--- src/rtl/algorithm_multi_vc_pkg.sv ---
// Shared types and constants for the multi-VC routing stage: packet type field,
// direction and state encodings, and a width helper for VC indices.
package algorithm_multi_vc_pkg;

  localparam int PACKET_TYPE_WIDTH = 4;
  localparam logic [PACKET_TYPE_WIDTH-1:0] ROUTING_HEADER = 4'hA;
  localparam int DIR_NUM = 5;

  typedef enum logic [2:0] {
    LOCAL = 3'd0,
    NORTH = 3'd1,
    EAST  = 3'd2,
    SOUTH = 3'd3,
    WEST  = 3'd4
  } dir_t;

  typedef enum logic [0:0] {
    IDLE = 1'b0,
    FWD  = 1'b1
  } state_t;

  // A single VC still needs a one-bit index so the pointer vectors are never zero-width.
  function automatic int vc_width(input int n);
    return (n > 1) ? $clog2(n) : 1;
  endfunction

endpackage

--- src/rtl/algorithm_multi_vc_rr_select.sv ---
// Round-robin free-VC picker for one direction: scans from ptr upward with wrap
// and returns the first free VC index.
module vc_rr_select
  import algorithm_multi_vc_pkg::*;
#(
  parameter int VC_NUM = 2,
  localparam int VC_W = vc_width(VC_NUM)
) (
  input  logic [VC_NUM-1:0] free,
  input  logic [VC_W-1:0]   ptr,
  output logic              valid,
  output logic [VC_W-1:0]   idx
);

  logic [VC_W:0] cand_s;

  // Descending scan so the candidate nearest the pointer is the last one written.
  always_comb begin
    valid  = 1'b0;
    idx    = '0;
    cand_s = '0;
    for (int off = VC_NUM - 1; off >= 0; off--) begin
      cand_s = {1'b0, ptr} + (VC_W + 1)'(off);
      cand_s = (cand_s >= (VC_W + 1)'(VC_NUM)) ? cand_s - (VC_W + 1)'(VC_NUM) : cand_s;
      valid  = valid | free[cand_s[VC_W-1:0]];
      idx    = free[cand_s[VC_W-1:0]] ? cand_s[VC_W-1:0] : idx;
    end
  end

endmodule

--- src/rtl/algorithm_multi_vc.sv ---
// Per-input routing stage: decodes a routing header, picks a direction by XY/YX
// dimension order, allocates a free VC round-robin and holds it until TLAST.
module algorithm_multi_vc
  import algorithm_multi_vc_pkg::*;
#(
  parameter int DATA_WIDTH          = 32,
  parameter int VC_NUM              = 2,
  parameter int CHANNEL_NUMBER      = 5 * VC_NUM,
  parameter int MAX_ROUTERS_X       = 4,
  parameter int MAX_ROUTERS_Y       = 4,
  parameter int MAX_ROUTERS_X_WIDTH = $clog2(MAX_ROUTERS_X),
  parameter int MAX_ROUTERS_Y_WIDTH = $clog2(MAX_ROUTERS_Y),
  parameter int ROUTER_X            = 0,
  parameter int ROUTER_Y            = 0,
  parameter int ROUTING_MODE        = 0
) (
  input  logic                                      clk,
  input  logic                                      rst_n,
  input  logic                                      in_tvalid,
  output logic                                      in_tready,
  input  logic [DATA_WIDTH-1:0]                     in_tdata,
  input  logic                                      in_tlast,
  output logic [CHANNEL_NUMBER-1:0]                 out_tvalid,
  input  logic [CHANNEL_NUMBER-1:0]                 out_tready,
  output logic [CHANNEL_NUMBER-1:0][DATA_WIDTH-1:0] out_tdata,
  output logic [CHANNEL_NUMBER-1:0]                 out_tlast,
  input  logic [MAX_ROUTERS_X_WIDTH-1:0]            target_x,
  input  logic [MAX_ROUTERS_Y_WIDTH-1:0]            target_y,
  input  logic [CHANNEL_NUMBER-1:0]                 ext_busy,
  output logic [CHANNEL_NUMBER-1:0]                 owned,
  output logic                                      drop
);

  localparam int VC_W = vc_width(VC_NUM);
  localparam int CH_W = $clog2(CHANNEL_NUMBER);
  localparam logic [MAX_ROUTERS_X_WIDTH-1:0] RX = MAX_ROUTERS_X_WIDTH'(ROUTER_X);
  localparam logic [MAX_ROUTERS_Y_WIDTH-1:0] RY = MAX_ROUTERS_Y_WIDTH'(ROUTER_Y);

  function automatic logic [CHANNEL_NUMBER-1:0] onehot(input logic [CH_W-1:0] i);
    return {{(CHANNEL_NUMBER - 1){1'b0}}, 1'b1} << i;
  endfunction

  function automatic logic [VC_W-1:0] next_vc(input logic [VC_W-1:0] v);
    return (v == VC_W'(VC_NUM - 1)) ? {VC_W{1'b0}} : v + 1'b1;
  endfunction

  state_t                      state_q, state_d;
  logic [CH_W-1:0]             sel_q, sel_d;
  logic [CHANNEL_NUMBER-1:0]   owned_q, owned_d;
  logic                        drop_q, drop_d;
  logic [VC_W-1:0]             rr_ptr_q [DIR_NUM];
  logic [VC_W-1:0]             rr_ptr_d [DIR_NUM];

  dir_t                        dir_s;
  logic                        x_eq_s, x_gt_s, y_eq_s, y_lt_s;
  logic                        hdr_s, vc_ok_s, stray_s, fwd_en_s, hs_s;
  logic [CHANNEL_NUMBER-1:0]   free_s;
  logic [DIR_NUM-1:0]          dir_valid_s;
  logic [VC_W-1:0]             dir_idx_s [DIR_NUM];
  logic [VC_W-1:0]             vc_s;
  logic [CH_W-1:0]             sel_s, ctrl_s;

  assign hdr_s  = (in_tdata[DATA_WIDTH-1 -: PACKET_TYPE_WIDTH] == ROUTING_HEADER);
  assign x_eq_s = (target_x == RX);
  assign x_gt_s = (target_x > RX);
  assign y_eq_s = (target_y == RY);
  assign y_lt_s = (target_y < RY);
  assign free_s = ~(ext_busy | owned_q);

  // Dimension-order route; the mode only swaps which axis is resolved first.
  always_comb begin
    dir_s = LOCAL;
    if (ROUTING_MODE == 0) begin
      if (!x_eq_s)      dir_s = x_gt_s ? EAST : WEST;
      else if (!y_eq_s) dir_s = y_lt_s ? NORTH : SOUTH;
      else              dir_s = LOCAL;
    end else begin
      if (!y_eq_s)      dir_s = y_lt_s ? NORTH : SOUTH;
      else if (!x_eq_s) dir_s = x_gt_s ? EAST : WEST;
      else              dir_s = LOCAL;
    end
  end

  for (genvar d = 0; d < DIR_NUM; d++) begin : g_dir
    vc_rr_select #(.VC_NUM(VC_NUM)) u_sel (
      .free  (free_s[d*VC_NUM +: VC_NUM]),
      .ptr   (rr_ptr_q[d]),
      .valid (dir_valid_s[d]),
      .idx   (dir_idx_s[d])
    );
  end

  assign vc_ok_s = dir_valid_s[dir_s];
  assign vc_s    = dir_idx_s[dir_s];
  assign sel_s   = CH_W'(dir_s) * CH_W'(VC_NUM) + CH_W'(vc_s);

  // Flow control: ready follows the chosen output; strays are swallowed in IDLE.
  always_comb begin
    fwd_en_s  = 1'b0;
    ctrl_s    = sel_q;
    in_tready = 1'b0;
    stray_s   = 1'b0;
    if (!rst_n) begin
      fwd_en_s = 1'b0;
    end else if (state_q == FWD) begin
      fwd_en_s  = 1'b1;
      ctrl_s    = sel_q;
      in_tready = out_tready[sel_q];
    end else if (in_tvalid && hdr_s && vc_ok_s) begin
      fwd_en_s  = 1'b1;
      ctrl_s    = sel_s;
      in_tready = out_tready[sel_s];
    end else if (in_tvalid && !hdr_s) begin
      in_tready = 1'b1;
      stray_s   = 1'b1;
    end else begin
      in_tready = 1'b0;
    end
  end

  always_comb begin
    for (int c = 0; c < CHANNEL_NUMBER; c++) begin
      out_tvalid[c] = fwd_en_s && (ctrl_s == CH_W'(c)) && in_tvalid;
      out_tdata[c]  = (fwd_en_s && (ctrl_s == CH_W'(c))) ? in_tdata : '0;
      out_tlast[c]  = fwd_en_s && (ctrl_s == CH_W'(c)) && in_tlast;
    end
  end

  assign hs_s = in_tvalid && in_tready;

  always_comb begin
    state_d  = state_q;
    sel_d    = sel_q;
    owned_d  = owned_q;
    rr_ptr_d = rr_ptr_q;
    drop_d   = stray_s;
    case (state_q)
      IDLE: begin
        if (hs_s && hdr_s && vc_ok_s) begin
          sel_d           = sel_s;
          rr_ptr_d[dir_s] = next_vc(vc_s);
          // A single-flit packet never holds its channel.
          if (!in_tlast) begin
            state_d = FWD;
            owned_d = onehot(sel_s);
          end else begin
            state_d = IDLE;
          end
        end else begin
          state_d = IDLE;
        end
      end
      FWD: begin
        if (hs_s && in_tlast) begin
          state_d = IDLE;
          owned_d = '0;
        end else begin
          state_d = FWD;
        end
      end
      default: state_d = IDLE;
    endcase
  end

  always_ff @(posedge clk) begin
    if (!rst_n) begin
      state_q  <= IDLE;
      sel_q    <= '0;
      owned_q  <= '0;
      drop_q   <= 1'b0;
      rr_ptr_q <= '{default: '0};
    end else begin
      state_q  <= state_d;
      sel_q    <= sel_d;
      owned_q  <= owned_d;
      drop_q   <= drop_d;
      rr_ptr_q <= rr_ptr_d;
    end
  end

  assign owned = owned_q;
  assign drop  = drop_q;

endmodule

--- config.mk ---
export PLATFORM = sky130hd
export DESIGN_NAME = algorithm_multi_vc
export DESIGN_NICKNAME = d
export VERILOG_FILES = /design/src/rtl/algorithm_multi_vc_pkg.sv /design/src/rtl/algorithm_multi_vc_rr_select.sv /design/src/rtl/algorithm_multi_vc.sv
export SDC_FILE = /design/constraint.sdc
export NUM_CORES = 1
export LEC_CHECK = 0
export BUFFER_PORTS_ARGS = -buffer_cell sky130_fd_sc_hd__buf_2
export CORE_AREA = 8 8 155 157
export DETAILED_ROUTE_END_ITERATION = 8
export DIE_AREA = 0 0 163 165
export HOLD_SLACK_MARGIN = 0.06
export PLACE_DENSITY = 0.56
export SYNTH_ARGS = -nofsm -noshare
export SYNTH_HDL_FRONTEND = slang
export SYNTH_SLANG_ARGS = --single-unit
export TNS_END_PERCENT = 10
--- constraint.sdc ---
create_clock -name clk -period 2.8 [get_ports clk]
set_input_delay 0.28 -clock clk [delete_from_list [all_inputs] [get_ports clk]]
set_output_delay 0.28 -clock clk [all_outputs]
set_load 0.02 [all_outputs]
==> run_results.csv, run 1 <==
group,metric,value,unit
run_status,outcome,"finished clean",
critical_path,timing.critical_path.mode_cell,"sky130_fd_sc_hd__buf_2",
critical_path,timing.critical_path.from,"target_x[1]",
place,routabilityCongestion,0.830,
power_and_ir_drop,net-switching-power,0.305,mW
synthesis,post_synthesis_instance_total,517,
critical_path,crit_path_max_incr_delay,0.54,ns
power_and_ir_drop,clockPowerShare,34.0,%
final_layout,final_core_utilization,27.7,%
die,boundaryPins,412,
critical_path,rrSetupSlack,0.30,ns
final_layout,multiInputGateArea,2930,µm²
timing,setup_viol,0,
timing,fmax,368,MHz
clock_tree,cts_tree,"done",
die,floorplan.die_area,26900,µm²
clock_tree,cts_sinks,16,
die,row_count,54,
clock_tree,clkSlewWorstSetupHoldPaths,0.05,ns
timing,tightest_slew,0.530,ns
die,start_util,16.9,%
final_layout,layout_overhead_on_the_synthesized_area,63.5,%
route,dr_total_vias,4409,
synthesis,avgSynthCellArea,7.04,µm²
global_route,grt_pass1_vias,4236,
synthesis,yosysWarningCount,0,
place,place_area,5560,µm²
synthesis,post-synth-top-count-cell,"sky130_fd_sc_hd__and2_1",
final_layout,nNetsFinal,926,
route,routed.top_layer,"met4",
power_and_ir_drop,p_leak,3.52,nW
power_and_ir_drop,power.ir.vdd_worst,428,µV
clock_tree,cts_max_level,1,
die,core,21500,µm²
global_route,grt_pass1_wl,26600,µm
route,detail_route.iter0.violations,171,
clock_tree,clock_insertion_delay_worst_skew,0.25,ns
critical_path,cp_num_cells,11,
die,die_width,163,µm
critical_path,required,2.52,ns
synthesis,synthTopCellsByCount,"sky130_fd_sc_hd__and2_1 (258), sky130_fd_sc_hd__buf_4 (71), sky130_fd_sc_hd__nor3_1 (24)",
timing,final_hold_viol_count,0,
route,post_drt_via_cell_ratio,3.85,
critical_path,worst-path-buf-inv,4,
hold_path,min_path_cells,2,
place,place_hpwl,16000,µm
critical_path,rr_startpoint,"owned[5]",
synthesis,yosys.cell_types.count,59,
critical_path,ff2ff_path_depth,11,
clock_tree,cts_made_buffers,3,
timing,final_max_slew_viol_count,0,
route,drc_errors,0,
power_and_ir_drop,sequentialPowerShare,28.9,%
synthesis,synth_ff_type,"sky130_fd_sc_hd__dfxtp_1",
global_route,globalRouteOverflowTotal,0,
route,routed_wire_length_per_instance,17.4,µm
die,die_height,165,µm
timing,finClkSkew,0.00315,ns
synthesis,ys_seq_elements,16,
critical_path,endpoint_kind,"output port",
critical_path,crit_fanout,6,
hold_path,holdCritPathClass,"in2reg",
place,port_buffers,335,
clock_tree,ctsHoldBuffers,0,
critical_path,crit_path_top_delay_cell,"sky130_fd_sc_hd__or4_4",
synthesis,seq_area_frac_synth,8.80,%
final_layout,n_antenna_cell,0,
critical_path,cp-start-kind,"primary input",
synthesis,synthesis.area,3640,µm²
run,maxCapViolations,0,
synthesis,yosys.area.top_type,"sky130_fd_sc_hd__and2_1",
global_route,track_usage,12.6,%
critical_path,timing_worst_setup_path_type,"in2out",
timing,rsz0062_at_grt,"yes",
critical_path,dominant_delay_contributor_by_cell_family_on_the_critical_path,"simple AND/OR/NAND/NOR gates",
synthesis,yosys-top-cells-area,"sky130_fd_sc_hd__and2_1 (44%), sky130_fd_sc_hd__buf_4 (15%), sky130_fd_sc_hd__dfxtp_1 (8.8%)",
critical_path,crit-reg2reg-capture,"rr_ptr_q[4]",
clock_tree,cts-root-to-sink-buffers,2,
final_layout,regArea,324,µm²
power_and_ir_drop,cellInternalPower,0.494,mW
power_and_ir_drop,sw_frac_of_total,38.2,%
route,dr_pass1_iterations,4,
final_layout,finalInstanceArea,5950,µm²
final_layout,fillerInstances,2404,
clock_tree,clk_root_buffer_cell,"sky130_fd_sc_hd__clkbuf_16",
place,place.detailed.instances,1134,
final_layout,drive_gt1_share,49.5,%
route,dr_wl_met2,10300,µm
route,wl_met3,1410,µm
route,totalWireLength,19900,µm
critical_path,crit_path_cell_trace,"buf_2 > or4_4 > o22ai_2 > nor3_4 > nand3b_4 > mux2_4 > nor2_4 > buf_12 > clkbuf_16 > and2_1 > buf_2",
global_route,initial_antenna_violation_count,0,
timing,timing.slew.headroom,64.1,%
power_and_ir_drop,powerDensity,134,nW/µm²
critical_path,critical_path_arrival,2.44,ns
global_route,maximum_number_of_pins_on_one_net_before_global_route_repair,33,
route,postRouteAntennaNets,0,
timing,hold_ws,0.263,ns
route,wl_met1,7910,µm
power_and_ir_drop,power.total,0.799,mW
synthesis,synth_edf_count,0,
critical_path,crit_path_end,"out_tdata[204]",
synthesis,synth_top_area_share,44.3,%
final_layout,post_layout_nonfiller_instances,1144,
power_and_ir_drop,combPwrFrac,37.1,%
timing,finalCritPeriodShare,97.0,%
timing,finalCriticalPeriod,2.72,ns
synthesis,async_s_r_ff_share_synth,0,%
==> sequential cells by signal (all words and copies together) (netlist names) <==
| register | count |
|---|---|
| sel_q | 3 |
| drop | 1 |
| state_q | 1 |
| owned | 8 |
| rr_ptr_q | 3 |
==> how the worst min path moves through the flow <==
stage	from	end	slack [ns]
floorplan	in_tlast	state_q	0.39
global placement	owned[2]	owned[2]	0.42
detailed placement	owned[3]	owned[3]	0.42
CTS	in_tvalid	state_q	0.26
global route	in_tvalid	state_q	0.27
finish	in_tvalid	state_q	0.26
==> metal layers <==
metal	vias up	global-route usage [%]
met5	-	0
met2	204	23.6
met1	1991	15.0
met4	0	1.71
met3	12	2.09
li1	2202	-
==> power by group through the flow <==
stage / clock [mW] / sequential (mW) / combinational, mW
6_report: 0.272 / 0.231 / 0.296
4_1_cts: 0.280 / 0.230 / 0.281
3_5_place_dp: 0 / 0.235 / 0.278
3_3_place_gp: 0 / 0.235 / 0.276
2_1_floorplan: 0 / 0.236 / 0.231
5_1_grt: 0.287 / 0.230 / 0.320
==> metrics by stage <==
step | setup WS (ns) | TNS (ns)
detailed placement | -0.0147 | -0.0568
floorplan | 0.338 | 0
finish | 0.0839 | 0
global placement | -0.0165 | -0.0906
global route | -0.0298 | -0.309
CTS | -0.0162 | -0.0215
==> logic make-up (layout without fill, tap and decap cells) <==
kind of cell	Yosys count	count (layout)	share of synthesized area, %
buffers and inverters	117	395	21.2
multiplexers	11	11	4.67
other	1	70	0.103
AND/OR/NAND/NOR	341	341	57.9
AO/OA/AOI/OAI	31	31	7.32
flip-flops	16	16	8.80
==> final cells by class <==
cell class | instances | share of cell area (%)
Tap cell | 280 | 5.88
Clock buffer | 3 | 1.26
Inverter | 14 | 0.883
Timing Repair Buffer | 378 | 37.4
Multi-Input combinational cell | 453 | 49.2
Sequential cell | 16 | 5.44
==> what timing repair did <==
action | in CTS | in global routing
gates resized for setup | 10 | 58
pin swaps | 0 | 7
setup endpoints to repair | 175 | 238
cloned | 0 | 2
setup buffers | 0 | 5
==> placed cells by master, fill, tap and decap left out, drive strengths merged, types with 2 or more instances in the layout <==
| master | n |
|---|---|
| nor3 | 25 |
| conb | 70 |
| nand3 | 2 |
| o311ai | 2 |
| o21ai | 4 |
| dfxtp | 16 |
| mux2 | 2 |
| nand4 | 2 |
| a311oi | 2 |
| o31ai | 4 |
| inv | 14 |
| o22ai | 9 |
| clkbuf | 4 |
| nand2b | 3 |
| buf | 377 |
| mux2i | 7 |
| nor4b | 2 |
| mux4 | 2 |
| nor4 | 2 |
| nand2 | 13 |
| and2 | 258 |
| or2 | 3 |
| a21oi | 2 |
| nor2 | 22 |
Power figures use the tool's default switching activity.
==> inputs of run 2 (changes only) <==
--- a/config.mk
+++ b/config.mk
@@ -5,12 +5,13 @@
 export SDC_FILE = /design/constraint.sdc
 export NUM_CORES = 1
 export LEC_CHECK = 0
-export BUFFER_PORTS_ARGS = -buffer_cell sky130_fd_sc_hd__buf_2
 export CORE_AREA = 8 8 155 157
 export DETAILED_ROUTE_END_ITERATION = 8
 export DIE_AREA = 0 0 163 165
+export DONT_BUFFER_PORTS = 1
 export HOLD_SLACK_MARGIN = 0.06
-export PLACE_DENSITY = 0.56
+export MAX_ROUTING_LAYER = met4
+export PLACE_DENSITY = 0.4
 export SYNTH_ARGS = -nofsm -noshare
 export SYNTH_HDL_FRONTEND = slang
 export SYNTH_SLANG_ARGS = --single-unit
==> run 2 against run 1 <==
Routed wire length is 9.1% lower. Clock skew down 0.0014 ns. Register-to-register slack barely moved. Worst hold slack worse by 0.12 ns. Sequential power about the same. Flip-flop and latch count unchanged. Critical path depth fell by 1. Total power fell by 7.8%. Critical path type is now reg2out. Critical endpoint is now out_tdata[254]. Largest power group is now the clock network.
==> run_results.csv, run 2 (synthesis results as in run 1) <==
group,metric,value,unit
clock_tree,cts-root-to-sink-buffers,2,
final_layout,layout_overhead_on_the_synthesized_area,23.5,%
critical_path,critical_path_arrival,2.43,ns
die,core,21500,µm²
hold_path,holdCritPathClass,"in2reg",
power_and_ir_drop,net-switching-power,0.244,mW
die,floorplan.die_area,26900,µm²
clock_tree,cts_sinks,16,
timing,final_hold_viol_count,0,
global_route,grt_pass1_vias,3332,
timing,final_max_slew_viol_count,0,
run,maxCapViolations,0,
global_route,initial_antenna_violation_count,1,
timing,fmax,369,MHz
clock_tree,cts_made_buffers,3,
die,row_count,54,
final_layout,nNetsFinal,609,
place,place.detailed.instances,820,
final_layout,drive_gt1_share,42.5,%
final_layout,multiInputGateArea,3080,µm²
die,boundaryPins,412,
die,start_util,16.9,%
critical_path,required,2.52,ns
hold_path,hold_path.startpoint,"in_tlast",
final_layout,largest_register_ffs,8,
route,post_drt_via_cell_ratio,4.14,
critical_path,endpoint_kind,"output port",
global_route,globalRouteOverflowTotal,0,
place,place_hpwl,14400,µm
timing,setup_viol,0,
die,die_width,163,µm
final_layout,n_antenna_cell,0,
power_and_ir_drop,combPwrFrac,27.1,%
timing,rsz0062_at_grt,"yes",
die,die_height,165,µm
power_and_ir_drop,sw_frac_of_total,33.1,%
route,dr_pass1_iterations,4,
clock_tree,clock_insertion_delay_worst_skew,0.24,ns
power_and_ir_drop,sequentialPowerShare,31.4,%
critical_path,rr_startpoint,"owned[5]",
global_route,track_usage,11.7,%
timing,finalCritPeriodShare,96.8,%
clock_tree,ctsHoldBuffers,0,
critical_path,cp-start-kind,"flip-flop",
timing,finClkSkew,0.00179,ns
global_route,grt_pass1_wl,23400,µm
route,detail_route.iter0.violations,221,
final_layout,fillerInstances,2421,
timing,totalNegativeSetupSlack,0,ns
critical_path,timing_worst_setup_path_type,"reg2out",
critical_path,rrSetupSlack,0.29,ns
place,port_buffers,0,
power_and_ir_drop,p_leak,1.92,nW
clock_tree,clk_root_buffer_cell,"sky130_fd_sc_hd__clkbuf_16",
clock_tree,clkSlewWorstSetupHoldPaths,0.05,ns
critical_path,timing.critical_path.from,"owned[0]",
clock_tree,cts_tree,"done",
route,postRouteAntennaNets,0,
critical_path,crit_fanout,31,
timing,finalCriticalPeriod,2.71,ns
final_layout,regArea,320,µm²
timing,timing.slew.headroom,63.2,%
power_and_ir_drop,powerDensity,164,nW/µm²
run_status,outcome,"finished clean",
place,routabilityCongestion,0.767,
route,drc_errors,0,
power_and_ir_drop,cellInternalPower,0.493,mW
timing,tightest_slew,0.543,ns
clock_tree,cts_max_level,1,
global_route,maximum_number_of_pins_on_one_net_before_global_route_repair,33,
route,routed_wire_length_per_instance,21.8,µm
route,dr_total_vias,3428,
route,totalWireLength,18000,µm
power_and_ir_drop,power.ir.vdd_worst,235,µV
power_and_ir_drop,clockPowerShare,41.4,%
final_layout,layout_commonest_cell,"sky130_fd_sc_hd__and2_1",
final_layout,final_cell_mix,"sky130_fd_sc_hd__and2_1 (133), sky130_fd_sc_hd__and2_2 (121), sky130_fd_sc_hd__conb_1 (70)",
final_layout,post_layout_nonfiller_instances,828,
==> run 2: cell types whose count changed in the layout (fill, tap and decap cells not counted), sizes merged <==
cell and change:
buf -316
==> run 2: worst paths after layout <==
path	to	depth (start not counted)
setup / recovery	out_tdata[254]	10
hold reg to reg	rr_ptr_q[1]	2
hold / removal	state_q	1
setup reg to reg	rr_ptr_q[4]	11
==> run 2: power groups by stage <==
| stage | registers, mW | clock network, mW | logic, mW |
|---|---|---|---|
| 2_1_floorplan | 0.236 | 0 | 0.231 |
| 3_3_place_gp | 0.236 | 0 | 0.186 |
| 3_5_place_dp | 0.236 | 0 | 0.184 |
| 4_1_cts | 0.231 | 0.318 | 0.189 |
| 5_1_grt | 0.231 | 0.327 | 0.214 |
| 6_report | 0.232 | 0.305 | 0.200 |
==> run 2: worst max-delay path: stages, from the launching register on <==
cell and delay, ns:
sky130_fd_sc_hd__dfxtp_1 0.31, sky130_fd_sc_hd__buf_4 0.17, sky130_fd_sc_hd__o22ai_2 0.12, sky130_fd_sc_hd__o22ai_2 0.12, sky130_fd_sc_hd__nor3_4 0.29, sky130_fd_sc_hd__nand3b_4 0.17
sky130_fd_sc_hd__buf_4 0.18, sky130_fd_sc_hd__mux2i_4 0.21, sky130_fd_sc_hd__nor2_4 0.14, sky130_fd_sc_hd__buf_12 0.20, sky130_fd_sc_hd__and2_2 0.24
==> run 2: layer usage <==
layer	track usage, %	routed length, µm
met5	-	0
met4	1.08	36
met3	2.07	1380
met1	14.2	7310
met2	20.7	9320
==> run 2: cell type report <==
type	count	share of cell area, %
Inverter	14	1.17
Clock buffer	4	1.98
Tap cell	280	7.79
Multi-Input combinational cell	453	68.5
Sequential cell	16	7.12
Timing Repair Buffer	61	13.4
==> run 2: through the flow <==
stage | utilization [%] | instance area, µm² | worst slack [ns] | total power [mW] | hold slack [ns]
after floorplan | - | 3900 | 0.338 | 0.466 | 0.390
after global placement | 19.1 | 4100 | -0.00720 | 0.422 | 0.398
after detailed placement | 19.1 | 4100 | -0.0284 | 0.421 | 0.398
after CTS | 19.9 | 4270 | 0.0213 | 0.739 | 0.139
after global routing | 20.9 | 4500 | -0.0384 | 0.772 | 0.138
final | 20.9 | 4500 | 0.0900 | 0.737 | 0.142
==> run 2: what timing repair did <==
action | 4_1_cts | 5_1_grt
setup buffers | 2 | 2
endpoints found under the setup margin | 265 | 268
pin swaps | 2 | 4
resized for setup | 31 | 119
